File: config.mk
export PLATFORM = sky130hd
export DESIGN_NAME = corelet_ctrl
export DESIGN_NICKNAME = d
export VERILOG_FILES = /design/src/rtl/corelet_ctrl.sv
export SDC_FILE = /design/constraint.sdc
export NUM_CORES = 1
export LEC_CHECK = 0
export ABC_CLOCK_PERIOD_IN_PS = 7300
export BUFFER_PORTS_ARGS = -buffer_cell sky130_fd_sc_hd__buf_2
export CAP_MARGIN = 20
export CORE_MARGIN = 2
export CORE_UTILIZATION = 50
export CTS_CLUSTER_SIZE = 30
export DETAILED_ROUTE_END_ITERATION = 8
export PLACE_DENSITY_LB_ADDON = 0.25
export SKIP_LAST_GASP = 1
export SYNTH_ARGS = -nofsm -noshare
export SYNTH_HDL_FRONTEND = slang
export SYNTH_SLANG_ARGS = --single-unit
File: constraint.sdc
create_clock -name i_clk -period 7.3 [get_ports i_clk]
set_input_delay 0.73 -clock i_clk [delete_from_list [all_inputs] [get_ports i_clk]]
set_output_delay 0.73 -clock i_clk [all_outputs]
set_load 0.005 [all_outputs]
File: src/rtl/corelet_ctrl.sv
// Tile sequencer for the corelet datapath and its xmem/psum SRAMs.
// Define CORELET_CTRL_PERF_EN to add the o_perf_cycles busy-cycle counter.
module corelet_ctrl #(
   parameter int row = 8,
   parameter int col = 8,
   parameter int nij = 16,
   parameter int xaw = 11,
   parameter int paw = 11
) (
   input  logic           i_clk,
   input  logic           i_reset,
   input  logic           i_start,
   output logic           o_xmem_cen,
   output logic [xaw-1:0] o_xmem_addr,
   output logic           o_l0_wr,
   output logic           o_l0_rd,
   input  logic           i_l0_full,
   output logic [1:0]     o_inst_w,
   input  logic           i_ofifo_valid,
   output logic           o_ofifo_rd,
   output logic           o_pmem_cen,
   output logic           o_pmem_wen,
   output logic [paw-1:0] o_pmem_addr,
   output logic           o_sfu_acc_en,
   output logic           o_sfu_write_en,
   output logic           o_busy,
   output logic           o_done
`ifdef CORELET_CTRL_PERF_EN
   ,
   output logic [31:0]    o_perf_cycles
`endif
);

   localparam logic [3:0] S_IDLE  = 4'd0;
   localparam logic [3:0] S_KLOAD = 4'd1;
   localparam logic [3:0] S_KFEED = 4'd2;
   localparam logic [3:0] S_KWAIT = 4'd3;
   localparam logic [3:0] S_ALOAD = 4'd4;
   localparam logic [3:0] S_EXEC  = 4'd5;
   localparam logic [3:0] S_DRAIN = 4'd6;
   localparam logic [3:0] S_ACC   = 4'd7;
   localparam logic [3:0] S_SWR   = 4'd8;
   localparam logic [3:0] S_DONE  = 4'd9;

   localparam int CW = 16;
   localparam logic [CW-1:0] C_COL  = CW'(col);
   localparam logic [CW-1:0] C_NIJ  = CW'(nij);
   localparam logic [CW-1:0] C_XEND = CW'(col + nij);
   localparam logic [CW-1:0] C_WAIT = CW'((row > 1) ? row - 2 : 0);
   localparam logic [3:0]    S_AFTER_KFEED = (row > 1) ? S_KWAIT : S_ALOAD;

   logic [3:0]    r_state;
   logic [3:0]    w_state_next;
   logic          r_l0_wr;
   logic          r_acc_en;
   logic [CW-1:0] r_xaddr;
   logic [CW-1:0] r_lcnt;
   logic [CW-1:0] r_cyc;
   logic [CW-1:0] r_wcnt;
   logic [CW-1:0] r_acnt;
   logic [CW-1:0] r_scnt;

   logic          w_start;
   logic          w_in_load;
   logic [CW-1:0] w_xlimit;
   logic [CW-1:0] w_llimit;
   logic          w_x_issue;
   logic          w_ld_last;
   logic          w_drain;
   logic          w_p_rd;
   logic          w_acc_last;
   logic          w_cyc_last;
   logic          w_cyc_run;

   assign w_start   = (r_state == S_IDLE) && i_start;
   assign w_in_load = (r_state == S_KLOAD) || (r_state == S_ALOAD);
   assign w_xlimit  = (r_state == S_KLOAD) ? C_COL : C_XEND;
   assign w_llimit  = (r_state == S_KLOAD) ? C_COL : C_NIJ;
   // r_l0_wr doubles as the in-flight flag: at most one SRAM read outstanding.
   assign w_x_issue = w_in_load && !i_l0_full && !r_l0_wr && (r_xaddr < w_xlimit);
   assign w_ld_last = w_in_load && r_l0_wr && (r_lcnt == w_llimit - 1'b1);
   assign w_drain   = ((r_state == S_EXEC) || (r_state == S_DRAIN)) &&
                      i_ofifo_valid && (r_wcnt < C_NIJ);
   assign w_p_rd    = (r_state == S_ACC) && (r_acnt < C_NIJ);
   assign w_acc_last = r_acc_en && (r_scnt == C_NIJ - 1'b1);
   assign w_cyc_run = (r_state == S_KFEED) || (r_state == S_KWAIT) || (r_state == S_EXEC);

   always_comb begin
      w_cyc_last = 1'b0;
      case (r_state)
         S_KFEED: w_cyc_last = (r_cyc == C_COL - 1'b1);
         S_KWAIT: w_cyc_last = (r_cyc == C_WAIT);
         S_EXEC:  w_cyc_last = (r_cyc == C_NIJ - 1'b1);
         default: w_cyc_last = 1'b0;
      endcase
   end

   always_comb begin
      w_state_next = r_state;
      case (r_state)
         S_IDLE:  if (i_start)     w_state_next = S_KLOAD;
         S_KLOAD: if (w_ld_last)   w_state_next = S_KFEED;
         S_KFEED: if (w_cyc_last)  w_state_next = S_AFTER_KFEED;
         S_KWAIT: if (w_cyc_last)  w_state_next = S_ALOAD;
         S_ALOAD: if (w_ld_last)   w_state_next = S_EXEC;
         S_EXEC:  if (w_cyc_last)  w_state_next = S_DRAIN;
         S_DRAIN: if (r_wcnt == C_NIJ) w_state_next = S_ACC;
         S_ACC:   if (w_acc_last)  w_state_next = S_SWR;
         S_SWR:   w_state_next = S_DONE;
         S_DONE:  w_state_next = S_IDLE;
         default: w_state_next = S_IDLE;
      endcase
   end

   always_ff @(posedge i_clk or posedge i_reset) begin
      if (i_reset) begin
         r_state  <= S_IDLE;
         r_l0_wr  <= 1'b0;
         r_acc_en <= 1'b0;
         r_xaddr  <= '0;
         r_lcnt   <= '0;
         r_cyc    <= '0;
         r_wcnt   <= '0;
         r_acnt   <= '0;
         r_scnt   <= '0;
      end else begin
         r_state  <= w_state_next;
         r_l0_wr  <= w_x_issue;
         r_acc_en <= w_p_rd;
         if (w_start) begin
            r_xaddr <= '0;
            r_lcnt  <= '0;
            r_cyc   <= '0;
            r_wcnt  <= '0;
            r_acnt  <= '0;
            r_scnt  <= '0;
         end else begin
            // xaddr runs on from KLOAD into ALOAD, so it is never cleared mid-tile.
            if (w_x_issue) r_xaddr <= r_xaddr + 1'b1;
            if (w_ld_last)    r_lcnt <= '0;
            else if (r_l0_wr) r_lcnt <= r_lcnt + 1'b1;
            if (w_state_next != r_state) r_cyc <= '0;
            else if (w_cyc_run)          r_cyc <= r_cyc + 1'b1;
            if (w_drain) r_wcnt <= r_wcnt + 1'b1;
            if (w_p_rd)  r_acnt <= r_acnt + 1'b1;
            if (r_acc_en && (r_scnt < C_NIJ)) r_scnt <= r_scnt + 1'b1;
         end
      end
   end

   assign o_xmem_cen     = !w_x_issue;
   assign o_xmem_addr    = w_x_issue ? xaw'(r_xaddr) : '0;
   assign o_l0_wr        = r_l0_wr;
   assign o_l0_rd        = (r_state == S_KFEED) || (r_state == S_EXEC);
   assign o_inst_w       = {(r_state == S_EXEC), (r_state == S_KFEED)};
   assign o_ofifo_rd     = w_drain;
   assign o_pmem_cen     = !(w_drain || w_p_rd);
   assign o_pmem_wen     = !w_drain;
   assign o_pmem_addr    = w_drain ? paw'(r_wcnt) : (w_p_rd ? paw'(r_acnt) : '0);
   assign o_sfu_acc_en   = r_acc_en;
   assign o_sfu_write_en = (r_state == S_SWR);
   assign o_busy         = (r_state != S_IDLE);
   assign o_done         = (r_state == S_DONE);

`ifdef CORELET_CTRL_PERF_EN
   logic [31:0] r_perf_cycles;

   always_ff @(posedge i_clk or posedge i_reset) begin
      if (i_reset) begin
         r_perf_cycles <= '0;
      end else if (w_start) begin
         r_perf_cycles <= '0;
      end else if ((r_state != S_IDLE) && (r_perf_cycles != 32'hFFFF_FFFF)) begin
         r_perf_cycles <= r_perf_cycles + 1'b1;
      end
   end

   assign o_perf_cycles = r_perf_cycles;
`endif

endmodule

==> flow_summary.yaml <==
run_status:
  status: "finished clean"
timing:
  clock_skew_ps: 7.95
  max_slew.worst_pin.slew_ps: 927
  finalCritPeriodShare_pct: 52.5
  min_period_ps: 3830
  hold_viol: 0
  max_freq_mhz: 261
  slew_viol_final: 0
  slew_headroom_pct: 38.1
  rsz0062_at_grt: "false"
  setup_viol_count_final: 0
  final.setup.tns_ps: 0
clock_network:
  cts_hold_buf: 0
  clkSinkCount: 102
  cts_tree: "yes"
  ctsHtreeMaxLevel: 3
  clk_path_buf_depth: 2
  clock_latency_ps: 360
  cts_resized: 0
  cts_root_buf: "clkbuf_8"
  cts_setup_buffers: 0
  numCtsBuffers: 9
  path_clk_slew_ps: 90
floorplanning:
  fp.dieArea_um2: 10700
  rows: 36
  die_height_um: 103
  num_io_pins: 39
  core_area_um2: 9680
  initial_core_util_pct: 51.1
  die_w_um: 103
critical_path:
  end_kind: "output pin"
  critPathKind: "flip-flop to output pin"
  critPathSlowestCell: "dfrtp_1"
  cp_max_fo: 19
  slowest_delay_ps: 740
  worstPathCellList: "nand2b_1 -> nor3_1 -> ha_1 -> a211oi_1 -> nand2_1 -> nor2_1 -> and2_1 -> buf_2"
  critical_path_buf_inv_count: 1
  crit_family: "simple AND/OR/NAND/NOR gates"
  cp.arrival_ps: 3100
  cp-start-kind: "flip-flop"
  critPathRequiredTime_ps: 6570
place:
  io_buffers: 25
  dp_hpwl_um: 6270
  gp_congestion: 0.906
drt:
  routed_wl_um: 9150
  ant_nets: 0
  viasPerCell: 5.29
  dr.first_iter.drc_count: 138
  drc: 0
  via_count: 3367
  routedWlPerCell_um: 14.4
  firstDrtPassIters: 4
cells_and_area:
  final_util_pct: 54.3
  fillers: 865
  drive_gt1_share_pct: 12.7
  antennaDiodeCount: 0
  area_growth_syn_to_layout_pct: 6.30
  num-nets-final: 513
logic_synthesis:
  yosysMostFrequentCell: "dfrtp_1"
  ys_types: 54
  yosysTopAreaCell: "dfrtp_1"
  syn_avg_cell_area_um2: 10.2
  synthTopCellsByCount: "dfrtp_1, nor2_1, and2_1, nand2_1, xor2_1"
  synth_top_area_share_pct: 51.6
  ys_ff_latch: 102
  synthTopCellsByArea: "dfrtp_1, and2_1, xor2_1"
  synth-edff-count: 0
  async_reset_ff_share_pct: 100
  ys_seq_area_share_pct: 51.6
  synth_ff_type: "dfrtp_1"
  synth_area_um2: 4940
  yosysWarningCount: 0
  synthCells: 484
global_route:
  grt_pass1_vias: 3275
  grt_pass1_wl_um: 15800
  track_usage_pct: 19.0
  antenna_found_initial: 0
  gr-total-overflow: 0
  grt_max_degree: 61
power:
  combPwrFrac_pct: 19.0
  p_int_mw: 0.795
  swShare_pct: 32.7
  switching_power_mw: 0.387
  seq_power_share_pct: 55.3
  power_density_nw_per_um2: 225
  total_leakage_power_nw: 2.52
  vdd_drop_max_v: 0.000128
  power_mw: 1.18
  clockPowerShare_pct: 25.7
min_path:
  min_path_type: "input pin to asynchronous set/reset pin"
run:
  max_cap_violations: 0
==> cells by family after synthesis <==
logic type	Yosys count	share of synthesized area, %
AO/OA/AOI/OAI	58	8.22
XOR/XNOR	37	6.71
adder cells (fa/ha/maj)	8	2.02
buffers and inverters	46	5.19
flip-flops	102	51.6
multiplexers	5	1.04
other	1	0.0758
AND/OR/NAND/NOR	227	25.1
==> flip-flops by register name, indices dropped and copies added, names as in the netlist <==
signal / flops
o_l0_wr: 1
r_xaddr: 16
r_cyc: 16
o_sfu_acc_en: 1
r_scnt: 16
r_wcnt: 16
r_state: 4
r_acnt: 16
r_lcnt: 16
==> power by group through the flow <==
stage	logic, mW	registers (mW)	clock network [mW]
finish	0.224	0.654	0.304
global route	0.259	0.663	0.338
CTS	0.228	0.653	0.315
detailed placement	0.226	0.665	0
global placement	0.222	0.661	0
floorplan	0.212	0.627	0
==> final cells by class <==
| cell class | instances | area [µm²] | share of cell area, % |
|---|---|---|---|
| timing repair buffer | 29 | 155 | 2.95 |
| multi-input combinational | 348 | 2190 | 41.6 |
| clock buffer | 10 | 128 | 2.43 |
| inverter | 10 | 40.0 | 0.762 |
| clock inverter | 5 | 27.5 | 0.524 |
| tap | 133 | 166 | 3.17 |
| sequential | 102 | 2550 | 48.6 |
==> worst reg2reg max path: stages, from the launching register on <==
cell,delay [ps]
dfrtp_1,600
nor2_4,250
nand3_2,140
inv_2,150
xor2_2,170
nor2_1,100
a31oi_1,220
or4b_1,840
a221oi_2,380
==> cells in the final DEF, fill, tap and decap left out, types with 3 or more instances in the layout <==
| master | n |
|---|---|
| dfrtp_1 | 102 |
| nor2_1 | 54 |
| and2_1 | 52 |
| nand2_1 | 25 |
| xor2_1 | 25 |
| buf_2 | 25 |
| nand3_1 | 19 |
| a21oi_1 | 16 |
| nand4_1 | 16 |
| conb_1 | 13 |
| nor4_1 | 12 |
| xnor2_1 | 11 |
| nor3_1 | 10 |
| a21oi_2 | 10 |
| clkbuf_8 | 9 |
| o21ai_0 | 8 |
| inv_1 | 8 |
| ha_1 | 8 |
| and3_1 | 7 |
| a31oi_1 | 5 |
| a311oi_1 | 5 |
| nand2b_1 | 4 |
| nor2b_1 | 4 |
| mux2i_1 | 4 |
| clkinv_2 | 4 |
| buf_4 | 4 |
| nor4b_1 | 3 |
| nand3b_1 | 3 |
| a21o_1 | 3 |
| or3_1 | 3 |
| or4_1 | 3 |
==> path summary, 6_finish.rpt <==
| check | slack (ps) | to | depth (start not counted) | from |
|---|---|---|---|---|
| min in group i_clk | 490 | r_acnt[12]$_DFFE_PP0P_ | 1 | r_acnt[12]$_DFFE_PP0P_ |
| min reg2reg | 490 | r_acnt[12]$_DFFE_PP0P_ | 1 | r_acnt[12]$_DFFE_PP0P_ |
| min | 400 | r_wcnt[10]$_DFFE_PP0P_ | 2 | i_reset |
| max reg2reg | 4360 | r_cyc[0]$_DFFE_PP0P_ | 8 | r_state[1]$_DFF_PP0_ |
| max | 3470 | o_xmem_addr[3] | 8 | r_state[0]$_DFF_PP0_ |
| max in group asynchronous | 5760 | r_acnt[2]$_DFFE_PP0P_ | 3 | i_reset |
==> routing by layer <==
| metal | global-route usage [%] | share of wire (%) |
|---|---|---|
| met5 | 0 | 0 |
| met4 | 7.89 | 1.8 |
| met2 | 27.3 | 46 |
| met3 | 3.83 | 3.2 |
| met1 | 28.0 | 49 |
==> through the flow <==
| step | hold WS (ps) | instances | setup slack [ps] | area, µm² |
|---|---|---|---|---|
| 2_1_floorplan | 444 | 496 | 3890 | 4990 |
| 3_3_place_gp | 462 | 622 | 3970 | 5100 |
| 3_5_place_dp | 463 | 622 | 3840 | 5100 |
| 4_1_cts | 410 | 637 | 3410 | 5260 |
| 5_1_grt | 426 | 637 | 3070 | 5260 |
| 6_report | 396 | 637 | 3470 | 5260 |
Power figures use the tool's default switching activity.
